File: src/rtl/mem_lsu_if.sv
// mem_lsu_if: groups the MEM-stage request/response handshake and the
// data-memory port of the load/store unit.
//   slave  modport : the LSU side (mem_lsu)
//   master modport : the pipeline + data memory side
// Request : req_valid/req_ready, req_we, req_funct3, req_addr, req_wdata
// Response: rsp_valid, rsp_rdata, rsp_fault, stall
// Memory  : dmem_read, dmem_write, dmem_address, dmem_wdata, dmem_mbe,
//           dmem_rdata, dmem_resp
interface mem_lsu_if #(
  parameter int ADDR_W = 32,
  parameter int DATA_W = 32
);
  logic              req_valid;
  logic              req_ready;
  logic              req_we;
  logic [2:0]        req_funct3;
  logic [ADDR_W-1:0] req_addr;
  logic [DATA_W-1:0] req_wdata;

  logic              dmem_read;
  logic              dmem_write;
  logic [ADDR_W-1:0] dmem_address;
  logic [DATA_W-1:0] dmem_wdata;
  logic [3:0]        dmem_mbe;
  logic [DATA_W-1:0] dmem_rdata;
  logic              dmem_resp;

  logic              rsp_valid;
  logic [DATA_W-1:0] rsp_rdata;
  logic              rsp_fault;
  logic              stall;

  modport slave (
    input  req_valid, req_we, req_funct3, req_addr, req_wdata,
    input  dmem_rdata, dmem_resp,
    output req_ready,
    output dmem_read, dmem_write, dmem_address, dmem_wdata, dmem_mbe,
    output rsp_valid, rsp_rdata, rsp_fault, stall
  );

  modport master (
    output req_valid, req_we, req_funct3, req_addr, req_wdata,
    output dmem_rdata, dmem_resp,
    input  req_ready,
    input  dmem_read, dmem_write, dmem_address, dmem_wdata, dmem_mbe,
    input  rsp_valid, rsp_rdata, rsp_fault, stall
  );
endinterface

File: src/rtl/mem_lsu.sv
// mem_lsu: RV32I memory-stage load/store unit.
// Accepts one load/store from the MEM stage, performs a word-aligned access
// on the data memory port, and returns the extracted/extended load value
// with a one-cycle completion pulse. Misaligned or illegal ops complete
// immediately with rsp_fault and never touch memory.
// Ports:
//   clk  : clock, rising edge
//   rst  : synchronous reset, active-low
//   bus  : mem_lsu_if.slave (request, response, data memory port)
module mem_lsu #(
  parameter int ADDR_W = 32,
  parameter int DATA_W = 32
) (
  input  logic      clk,
  input  logic      rst,
  mem_lsu_if.slave  bus
);

  typedef enum logic [1:0] {
    IDLE   = 2'd0,
    ACCESS = 2'd1,
    RESP   = 2'd2
  } state_t;

  state_t state, state_nx;

  // Request fields kept for the load extract at response time.
  logic        r_we;
  logic [2:0]  r_funct3;
  logic [1:0]  r_off;

  // Registered memory port and response.
  logic              dmem_read_q;
  logic              dmem_write_q;
  logic [ADDR_W-1:0] dmem_address_q;
  logic [DATA_W-1:0] dmem_wdata_q;
  logic [3:0]        dmem_mbe_q;
  logic [DATA_W-1:0] rsp_rdata_q;
  logic              rsp_fault_q;

  // Combinational decode of the incoming request.
  logic              acc_fault;
  logic [3:0]        acc_mbe;
  logic [DATA_W-1:0] acc_wdata;
  logic [1:0]        acc_off;

  // Load extract of the returned word.
  logic [DATA_W-1:0] rd_shift;
  logic [DATA_W-1:0] load_ext;

  function automatic logic op_fault(input logic we, input logic [2:0] f3,
                                    input logic [1:0] off);
    logic f;
    case (f3)
      3'b000:  f = 1'b0;
      3'b001:  f = off[0];
      3'b010:  f = (off != 2'b00);
      3'b100:  f = we;
      3'b101:  f = we | off[0];
      default: f = 1'b1;
    endcase
    return f;
  endfunction

  assign acc_off   = bus.req_addr[1:0];
  assign acc_fault = op_fault(bus.req_we, bus.req_funct3, acc_off);

  always_comb begin
    acc_mbe   = 4'b1111;
    acc_wdata = '0;
    if (bus.req_we) begin
      case (bus.req_funct3)
        3'b000: begin
          acc_mbe   = 4'b0001 << acc_off;
          acc_wdata = {4{bus.req_wdata[7:0]}};
        end
        3'b001: begin
          acc_mbe   = acc_off[1] ? 4'b1100 : 4'b0011;
          acc_wdata = {2{bus.req_wdata[15:0]}};
        end
        default: begin
          acc_mbe   = 4'b1111;
          acc_wdata = bus.req_wdata;
        end
      endcase
    end
  end

  assign rd_shift = bus.dmem_rdata >> {r_off, 3'b000};

  always_comb begin
    load_ext = bus.dmem_rdata;
    case (r_funct3)
      3'b000:  load_ext = {{(DATA_W-8){rd_shift[7]}}, rd_shift[7:0]};
      3'b100:  load_ext = {{(DATA_W-8){1'b0}}, rd_shift[7:0]};
      3'b001:  load_ext = {{(DATA_W-16){rd_shift[15]}}, rd_shift[15:0]};
      3'b101:  load_ext = {{(DATA_W-16){1'b0}}, rd_shift[15:0]};
      default: load_ext = bus.dmem_rdata;
    endcase
  end

  always_ff @(posedge clk) begin
    if (!rst) state <= IDLE;
    else      state <= state_nx;
  end

  always_comb begin
    state_nx = state;
    case (state)
      IDLE:    if (bus.req_valid) state_nx = acc_fault ? RESP : ACCESS;
      ACCESS:  if (bus.dmem_resp) state_nx = RESP;
      RESP:    state_nx = IDLE;
      default: state_nx = IDLE;
    endcase
  end

  // Memory port fields are cleared when the access completes so the port
  // reads idle outside ACCESS; response fields are only nonzero in RESP.
  always_ff @(posedge clk) begin
    if (!rst) begin
      r_we           <= 1'b0;
      r_funct3       <= '0;
      r_off          <= '0;
      dmem_read_q    <= 1'b0;
      dmem_write_q   <= 1'b0;
      dmem_address_q <= '0;
      dmem_wdata_q   <= '0;
      dmem_mbe_q     <= '0;
      rsp_rdata_q    <= '0;
      rsp_fault_q    <= 1'b0;
    end else begin
      case (state)
        IDLE: begin
          if (bus.req_valid) begin
            r_we        <= bus.req_we;
            r_funct3    <= bus.req_funct3;
            r_off       <= acc_off;
            rsp_rdata_q <= '0;
            rsp_fault_q <= acc_fault;
            if (!acc_fault) begin
              dmem_read_q    <= ~bus.req_we;
              dmem_write_q   <= bus.req_we;
              dmem_address_q <= {bus.req_addr[ADDR_W-1:2], 2'b00};
              dmem_wdata_q   <= acc_wdata;
              dmem_mbe_q     <= acc_mbe;
            end
          end
        end
        ACCESS: begin
          if (bus.dmem_resp) begin
            dmem_read_q    <= 1'b0;
            dmem_write_q   <= 1'b0;
            dmem_address_q <= '0;
            dmem_wdata_q   <= '0;
            dmem_mbe_q     <= '0;
            rsp_rdata_q    <= r_we ? '0 : load_ext;
          end
        end
        default: begin
          rsp_rdata_q <= '0;
          rsp_fault_q <= 1'b0;
        end
      endcase
    end
  end

  assign bus.req_ready    = (state == IDLE);
  assign bus.dmem_read    = dmem_read_q;
  assign bus.dmem_write   = dmem_write_q;
  assign bus.dmem_address = dmem_address_q;
  assign bus.dmem_wdata   = dmem_wdata_q;
  assign bus.dmem_mbe     = dmem_mbe_q;
  assign bus.rsp_valid    = (state == RESP);
  assign bus.rsp_rdata    = (state == RESP) ? rsp_rdata_q : '0;
  assign bus.rsp_fault    = (state == RESP) & rsp_fault_q;
  assign bus.stall        = (state == ACCESS) | ((state == IDLE) & bus.req_valid);

endmodule

File: src/flat_wrapper.sv
// flat-port wrapper written by rule: the top's interface ports become plain ports
module mem_lsu_flat 
#(
  parameter int ADDR_W = 32,
  parameter int DATA_W = 32
)
  (clk, rst, bus_req_valid, bus_req_we, bus_req_funct3, bus_req_addr, bus_req_wdata, bus_dmem_rdata, bus_dmem_resp, bus_req_ready, bus_dmem_read, bus_dmem_write, bus_dmem_address, bus_dmem_wdata, bus_dmem_mbe, bus_rsp_valid, bus_rsp_rdata, bus_rsp_fault, bus_stall);
  mem_lsu_if #(.ADDR_W(ADDR_W), .DATA_W(DATA_W)) bus_i ();
  input  logic clk;
  input  logic rst;
  input wire logic [$bits(bus_i.req_valid)-1:0] bus_req_valid;
  input wire logic [$bits(bus_i.req_we)-1:0] bus_req_we;
  input wire logic [$bits(bus_i.req_funct3)-1:0] bus_req_funct3;
  input wire logic [$bits(bus_i.req_addr)-1:0] bus_req_addr;
  input wire logic [$bits(bus_i.req_wdata)-1:0] bus_req_wdata;
  input wire logic [$bits(bus_i.dmem_rdata)-1:0] bus_dmem_rdata;
  input wire logic [$bits(bus_i.dmem_resp)-1:0] bus_dmem_resp;
  output wire logic [$bits(bus_i.req_ready)-1:0] bus_req_ready;
  output wire logic [$bits(bus_i.dmem_read)-1:0] bus_dmem_read;
  output wire logic [$bits(bus_i.dmem_write)-1:0] bus_dmem_write;
  output wire logic [$bits(bus_i.dmem_address)-1:0] bus_dmem_address;
  output wire logic [$bits(bus_i.dmem_wdata)-1:0] bus_dmem_wdata;
  output wire logic [$bits(bus_i.dmem_mbe)-1:0] bus_dmem_mbe;
  output wire logic [$bits(bus_i.rsp_valid)-1:0] bus_rsp_valid;
  output wire logic [$bits(bus_i.rsp_rdata)-1:0] bus_rsp_rdata;
  output wire logic [$bits(bus_i.rsp_fault)-1:0] bus_rsp_fault;
  output wire logic [$bits(bus_i.stall)-1:0] bus_stall;
  assign bus_i.req_valid = bus_req_valid;
  assign bus_i.req_we = bus_req_we;
  assign bus_i.req_funct3 = bus_req_funct3;
  assign bus_i.req_addr = bus_req_addr;
  assign bus_i.req_wdata = bus_req_wdata;
  assign bus_i.dmem_rdata = bus_dmem_rdata;
  assign bus_i.dmem_resp = bus_dmem_resp;
  assign bus_req_ready = bus_i.req_ready;
  assign bus_dmem_read = bus_i.dmem_read;
  assign bus_dmem_write = bus_i.dmem_write;
  assign bus_dmem_address = bus_i.dmem_address;
  assign bus_dmem_wdata = bus_i.dmem_wdata;
  assign bus_dmem_mbe = bus_i.dmem_mbe;
  assign bus_rsp_valid = bus_i.rsp_valid;
  assign bus_rsp_rdata = bus_i.rsp_rdata;
  assign bus_rsp_fault = bus_i.rsp_fault;
  assign bus_stall = bus_i.stall;
  mem_lsu #(.ADDR_W(ADDR_W), .DATA_W(DATA_W)) u_core (.clk(clk), .rst(rst), .bus(bus_i));
endmodule
File: config.mk
export PLATFORM = sky130hd
export DESIGN_NAME = mem_lsu_flat
export DESIGN_NICKNAME = d
export VERILOG_FILES = /design/src/rtl/mem_lsu_if.sv /design/src/rtl/mem_lsu.sv /design/src/flat_wrapper.sv
export SDC_FILE = /design/constraint.sdc
export NUM_CORES = 1
export LEC_CHECK = 0
export ABC_AREA = 1
export BUFFER_PORTS_ARGS = -buffer_cell sky130_fd_sc_hd__buf_4
export CAP_MARGIN = 40
export CORE_ASPECT_RATIO = 1.1
export CORE_MARGIN = 1
export CORE_UTILIZATION = 53
export DETAILED_ROUTE_END_ITERATION = 16
export HOLD_SLACK_MARGIN = 0.1
export PLACE_DENSITY = 0.81
export SYNTH_ARGS = -nofsm -noshare
export SYNTH_HDL_FRONTEND = slang
export SYNTH_SLANG_ARGS = --single-unit
File: constraint.sdc
create_clock -name clk -period 3.45 [get_ports clk]
set_clock_uncertainty 0.15 [all_clocks]
set_input_delay 0.69 -clock clk [delete_from_list [all_inputs] [get_ports clk]]
set_output_delay 0.69 -clock clk [all_outputs]
set_load 0.05 [all_outputs]
# Yosys cells after proc, flatten, opt, wreduce, memory -nomap -nowiden
# Cells that the tools add are included.
# totals
reg_bits,111
output_inout_bits,106
# op_classes
eq_ne,12
shifts,2
n_mux,36
bitwise,6
n_reduce_logical,9
# ops
cell,count
32-bit 2-to-1 mux,10
32-bit one-hot mux with 2 select lines,4
32-bit one-hot mux with 4 select lines,1
32-bit by 5-bit right shift with 16-bit output,1
4-bit 2-to-1 mux,5
4-bit one-hot mux with 2 select lines,2
3-bit equality test (second input constant),4
3-bit by 1-bit equality test with 1-bit output (second input constant),2
3-bit logical NOT,2
1-bit 2-to-1 mux,6
2-bit 2-to-1 mux,3
2-bit != test (second input constant),3
1-bit one-hot mux with 2 select lines,3
2-bit AND reduction,3
1-bit one-hot mux with 5 select lines,1
2-bit one-hot mux with 2 select lines,1
4-bit AND reduction,1
2-bit nonzero test,2
1-bit by 2-bit left shift with 4-bit output (first input constant),1
3-bit by 2-bit equality test with 1-bit output (second input constant),1
1-bit AND,2
2-bit by 1-bit equality test with 1-bit output (second input constant),1
2-bit equality test (second input constant),1
2-bit logical NOT,1
other kinds (2),4

# Logic depth before layout (Yosys ltp)
# depth
ltp_word,6
depth_mapped,12
depth_no_buf,11

# Worst setup path before layout
# OpenSTA, ideal clock, no wires.
# synth_timing
kind,register to output
startpoint,reg u_core.state[1]
endpoint,out bus_rsp_rdata[0]
t_arrival_ps,2231
slack_ps,379
path_stages_with_launch,6
cell_sequence,dfxtp_1 inv_1 nor2_1 inv_1 buf_1 nor2_1
# synth_via
elab_chain_len,2
# synth_rtl
element,line,source
"start, declared",mem_lsu.sv:25,"state_t state, state_nx;"
"start signal, assigned",mem_lsu.sv:104,else state <= state_nx;
2-bit equality test,-,
named net bus_rsp_valid,flat_wrapper.sv:24,output wire logic [$bits(bus_i.rsp_valid)-1:0] bus_rsp_valid;
32-bit 2-to-1 mux,mem_lsu.sv:174,assign bus.rsp_rdata = (state == RESP) ? rsp_rdata_q : '0;
"end, declared",flat_wrapper.sv:25,output wire logic [$bits(bus_i.rsp_rdata)-1:0] bus_rsp_rdata;
# The timed path passes the listed nets, and every way through them passes these cells.

# Worst setup path in the final report
# layout_timing
startpoint,reg u_core.state[0]
endpoint,out bus_rsp_rdata[14]
# layout_via
elab_chain_len,2
# layout_rtl
element,line
2-bit equality test,mem_lsu.sv:174
32-bit 2-to-1 mux,mem_lsu.sv:174
# Every way passes these cells.

==> impl_table.tex <==
\begin{tabular}{lr}
\hline
Metric & Value \\
\hline
\multicolumn{2}{l}{\textbf{Status}} \\
Outcome & finished, final reports clean \\
\multicolumn{2}{l}{\textbf{Min path}} \\
Cell depth of the worst hold path & 2 \\
Type of the most critical hold path & flip-flop to flip-flop \\
\multicolumn{2}{l}{\textbf{Final layout}} \\
Diodes inserted & 0 \\
Syn-to-layout area delta & 31.5\% \\
Post-Route Utilization & 73.1\% \\
Filler instances & 885 \\
Post-layout net count & 1149 \\
Layout cell share with drive strength beyond 1 & 23.9\% \\
\multicolumn{2}{l}{\textbf{Critical path}} \\
Path type of the worst setup path & flip-flop to output pin \\
Largest fanout on the critical path & 17 \\
Worst EP required & 2.61 ns \\
Kind of launch point of the worst setup path & flip-flop \\
WP depth & 5 \\
Crit path capture type & output pin \\
Largest delay share family, worst path & buffers and inverters \\
Worst path cell trace & nor2\_1 > inv\_1 > buf\_4 > nor2\_1 > buf\_4 \\
Standard cell with the maximum stage delay on the critical path & sky130\_fd\_sc\_hd\_\_dfxtp\_1 \\
Largest stage delay, worst path & 0.43 ns \\
WP buf/inv & 3 \\
Arrival time at the worst endpoint & 1.88 ns \\
Worst R2R Path Depth & 7 \\
\multicolumn{2}{l}{\textbf{Clocking}} \\
Clock transition at the register clock pins on the worst setup and hold paths after CTS & 0.12 ns \\
CTS Buf Count & 9 \\
Maximum level of the CTS H-tree & 3 \\
Count of hold-fix buffers inserted at cts & 0 \\
Clock root buffer master & sky130\_fd\_sc\_hd\_\_clkbuf\_8 \\
Post-CTS Setup Repair Bufs & 0 \\
Clock tree from TritonCTS & yes \\
Number of clock sinks & 109 \\
Clock latency of the later-clocked register in the worst-skew pair & 0.37 ns \\
CTS resizes & 0 \\
Clock buffer depth & 2 \\
\multicolumn{2}{l}{\textbf{STA}} \\
Shortest period the worst path allows & 2.72 ns \\
Fin. max-slew vios & 0 \\
Fraction of the cycle the final worst path needs & 78.8\% \\
Max Clock Freq & 368 MHz \\
Number of failing hold endpoints at the final stage & 0 \\
Worst hold margin & 0.320 ns \\
Setup repair after global routing missed its margin & no \\
Slew headroom & 41.4\% \\
Total setup violations reported at the end of the flow & 0 \\
Final total negative setup slack & 0 ns \\
Transition at the pin with the smallest max-transition slack & 0.877 ns \\
\multicolumn{2}{l}{\textbf{Power}} \\
VDD IR-drop max & 0.330 mV \\
Ratio of total power to cell area & 433 nW/um2 \\
Sw Ratio & 38.3\% \\
Power dissipated by switching net loads & 0.00122 W \\
Sequential share of power & 43.9\% \\
Clock Power Share & 25.1\% \\
Leak pwr & 3.32 nW \\
Internal power of the cells & 0.00196 W \\
Share of power burned in combinational logic & 31.0\% \\
\multicolumn{2}{l}{\textbf{Routing}} \\
Number of remaining DRC errors & 0 \\
Violation count after the first detailed-routing iteration & 305 \\
First-pass iteration count of the detailed router & 5 \\
Via-to-Cell Ratio & 5.20 \\
Vias after detailed routing & 6186 \\
Routed length per placed instance & 13.5 um \\
Number of nets with antenna violations after routing & 0 \\
WL final & 16.0 mm \\
\multicolumn{2}{l}{\textbf{Die}} \\
Die boundary height & 110 um \\
Die width & 99.8 um \\
IO Pins & 210 \\
Core Box Area & 10000 um2 \\
Number of rows created at floorplan & 38 \\
Die area & 10900 um2 \\
Effective utilization at floorplan & 55.6\% \\
\multicolumn{2}{l}{\textbf{Placed design}} \\
DP Wirelength & 11.3 mm \\
GP Congestion & 0.886 \\
Port-buffer cells & 207 \\
\multicolumn{2}{l}{\textbf{Global routing}} \\
Global-route usage over all layers & 28.7\% \\
Largest net degree at the start of global routing & 90 \\
Vias in the first global route & 5399 \\
Number of antenna violations at the first check in global routing & 0 \\
Overall overflow remaining after global route & 0 \\
Global-route wire length before repair & 25.3 mm \\
\multicolumn{2}{l}{\textbf{Yosys}} \\
Number of instances in the synthesized netlist & 876 \\
Ys Warns & 0 \\
Top post-synthesis cells by area & sky130\_fd\_sc\_hd\_\_dfxtp\_1, sky130\_fd\_sc\_hd\_\_nand2\_1, sky130\_fd\_sc\_hd\_\_a21oi\_1, sky130\_fd\_sc\_hd\_\_nor2\_1, sky130\_fd\_sc\_hd\_\_inv\_1 \\
Largest area contributor in the synthesized netlist & sky130\_fd\_sc\_hd\_\_dfxtp\_1 \\
Synthesized cell area & 5580 um2 \\
Async SR Flop Fraction & 0\% \\
Seq/Total Area, Yosys & 39.1\% \\
Area share of the largest cell type after synthesis & 39.1\% \\
Mapped Avg Cell Area & 6.37 um2 \\
Post-synthesis sequential element count & 109 \\
Number of synthesized flops with an enable pin & 0 \\
Ys flop type & sky130\_fd\_sc\_hd\_\_dfxtp\_1 \\
Number of distinct library cells after synthesis & 26 \\
\multicolumn{2}{l}{\textbf{Run}} \\
Maximum capacitance violations & 0 \\
\hline
\end{tabular}
path summary, 6_finish.rpt:
kind	slack, ns	endpoint	startpoint
setup / recovery	0.73	bus_rsp_rdata[14]	u_core.state[0]$_SDFFE_PN0P_
hold / removal	0.32	u_core.bus.dmem_address[14]$_SDFFE_PN0P_	u_core.bus.dmem_address[14]$_SDFFE_PN0P_
setup reg to reg	1.02	u_core.rsp_rdata_q[31]$_SDFFE_PN0P_	u_core.r_funct3[1]$_SDFFE_PN0P_
hold reg to reg	0.32	u_core.bus.dmem_address[14]$_SDFFE_PN0P_	u_core.bus.dmem_address[14]$_SDFFE_PN0P_
sequential cells by signal, indices dropped and copies added, names as in the netlist:
register / cells
u_core.rsp_fault_q: 1
u_core.bus.dmem_wdata: 32
u_core.r_we: 1
u_core.bus.dmem_address: 30
u_core.bus.dmem_read: 1
u_core.r_off: 2
u_core.bus.dmem_mbe: 4
u_core.rsp_rdata_q: 32
u_core.r_funct3: 3
u_core.bus.dmem_write: 1
u_core.state: 2
per-layer routing:
layer	track usage, %	vias to the layer above	wire [um]
met5	0	-	0
met4	10.8	0	340
met3	5.02	32	1160
met2	48.6	222	7840
met1	36.7	2805	6700
li1	-	3127	-
metrics by stage:
stage               power, W  cell area, um2  std cells  worst slack [ns]
floorplan            0.00210            5580        877             0.379
global placement     0.00239            7100       1173             0.547
detailed placement   0.00240            7130       1174             0.693
CTS                  0.00319            7340       1190             0.673
global route         0.00333            7340       1190             0.526
finish               0.00318            7340       1190             0.732
Yosys cell counts (all sizes together), types with 7 or more instances:
library cell and n:
nand2 259, a21oi 125, dfxtp 109, nor2 96, inv 88, nand3 62, buf 38, o21ai 27
o211ai 26, clkbuf 24, nor3 10, o22ai 7
worst min-delay path: stages, from the launching register on:
cell	delay, ns
sky130_fd_sc_hd__dfxtp_1	0.33
sky130_fd_sc_hd__nand2_1	0.06
sky130_fd_sc_hd__a21oi_1	0.05
cell usage in the layout, fill, tap and decap left out, drive strengths merged:
cell type,instances
clkinv,4
o22ai,7
nor2,96
or2,1
conb,2
a21oi,125
buf,219
nand2,259
o21a,1
o211ai,26
clkbuf,10
o21ai,27
inv,92
dfxtp,109
nor3,10
nand3,62
cell type report:
type	count	area, um2	area share, %
Multi-Input combinational cell	616	2760	37.6
Timing Repair Buffer	219	1680	22.9
Clock inverter	6	70.1	0.955
Clock buffer	10	138	1.88
Tap cell	140	175	2.39
Sequential cell	109	2180	29.7
Inverter	90	338	4.61
logic make-up (layout without fill, tap and decap cells):
family          count (synthesis)  count (layout)  share of synthesized area [%]
compound gates                186             186                           18.3
flops                         109             109                           39.1
buf+inv                       152             325                           11.7
other cells                     1               2                         0.0672
simple gates                  428             428                           30.8
power groups by stage:
stage | clock network (W) | registers, W | logic [W]
2_1_floorplan | 0 | 0.00160 | 0.000497
5_1_grt | 0.000860 | 0.00140 | 0.00107
3_3_place_gp | 0 | 0.00142 | 0.000968
4_1_cts | 0.000816 | 0.00139 | 0.000985
3_5_place_dp | 0 | 0.00142 | 0.000982
6_report | 0.000799 | 0.00139 | 0.000985
(Power assumes the default switching activity.)
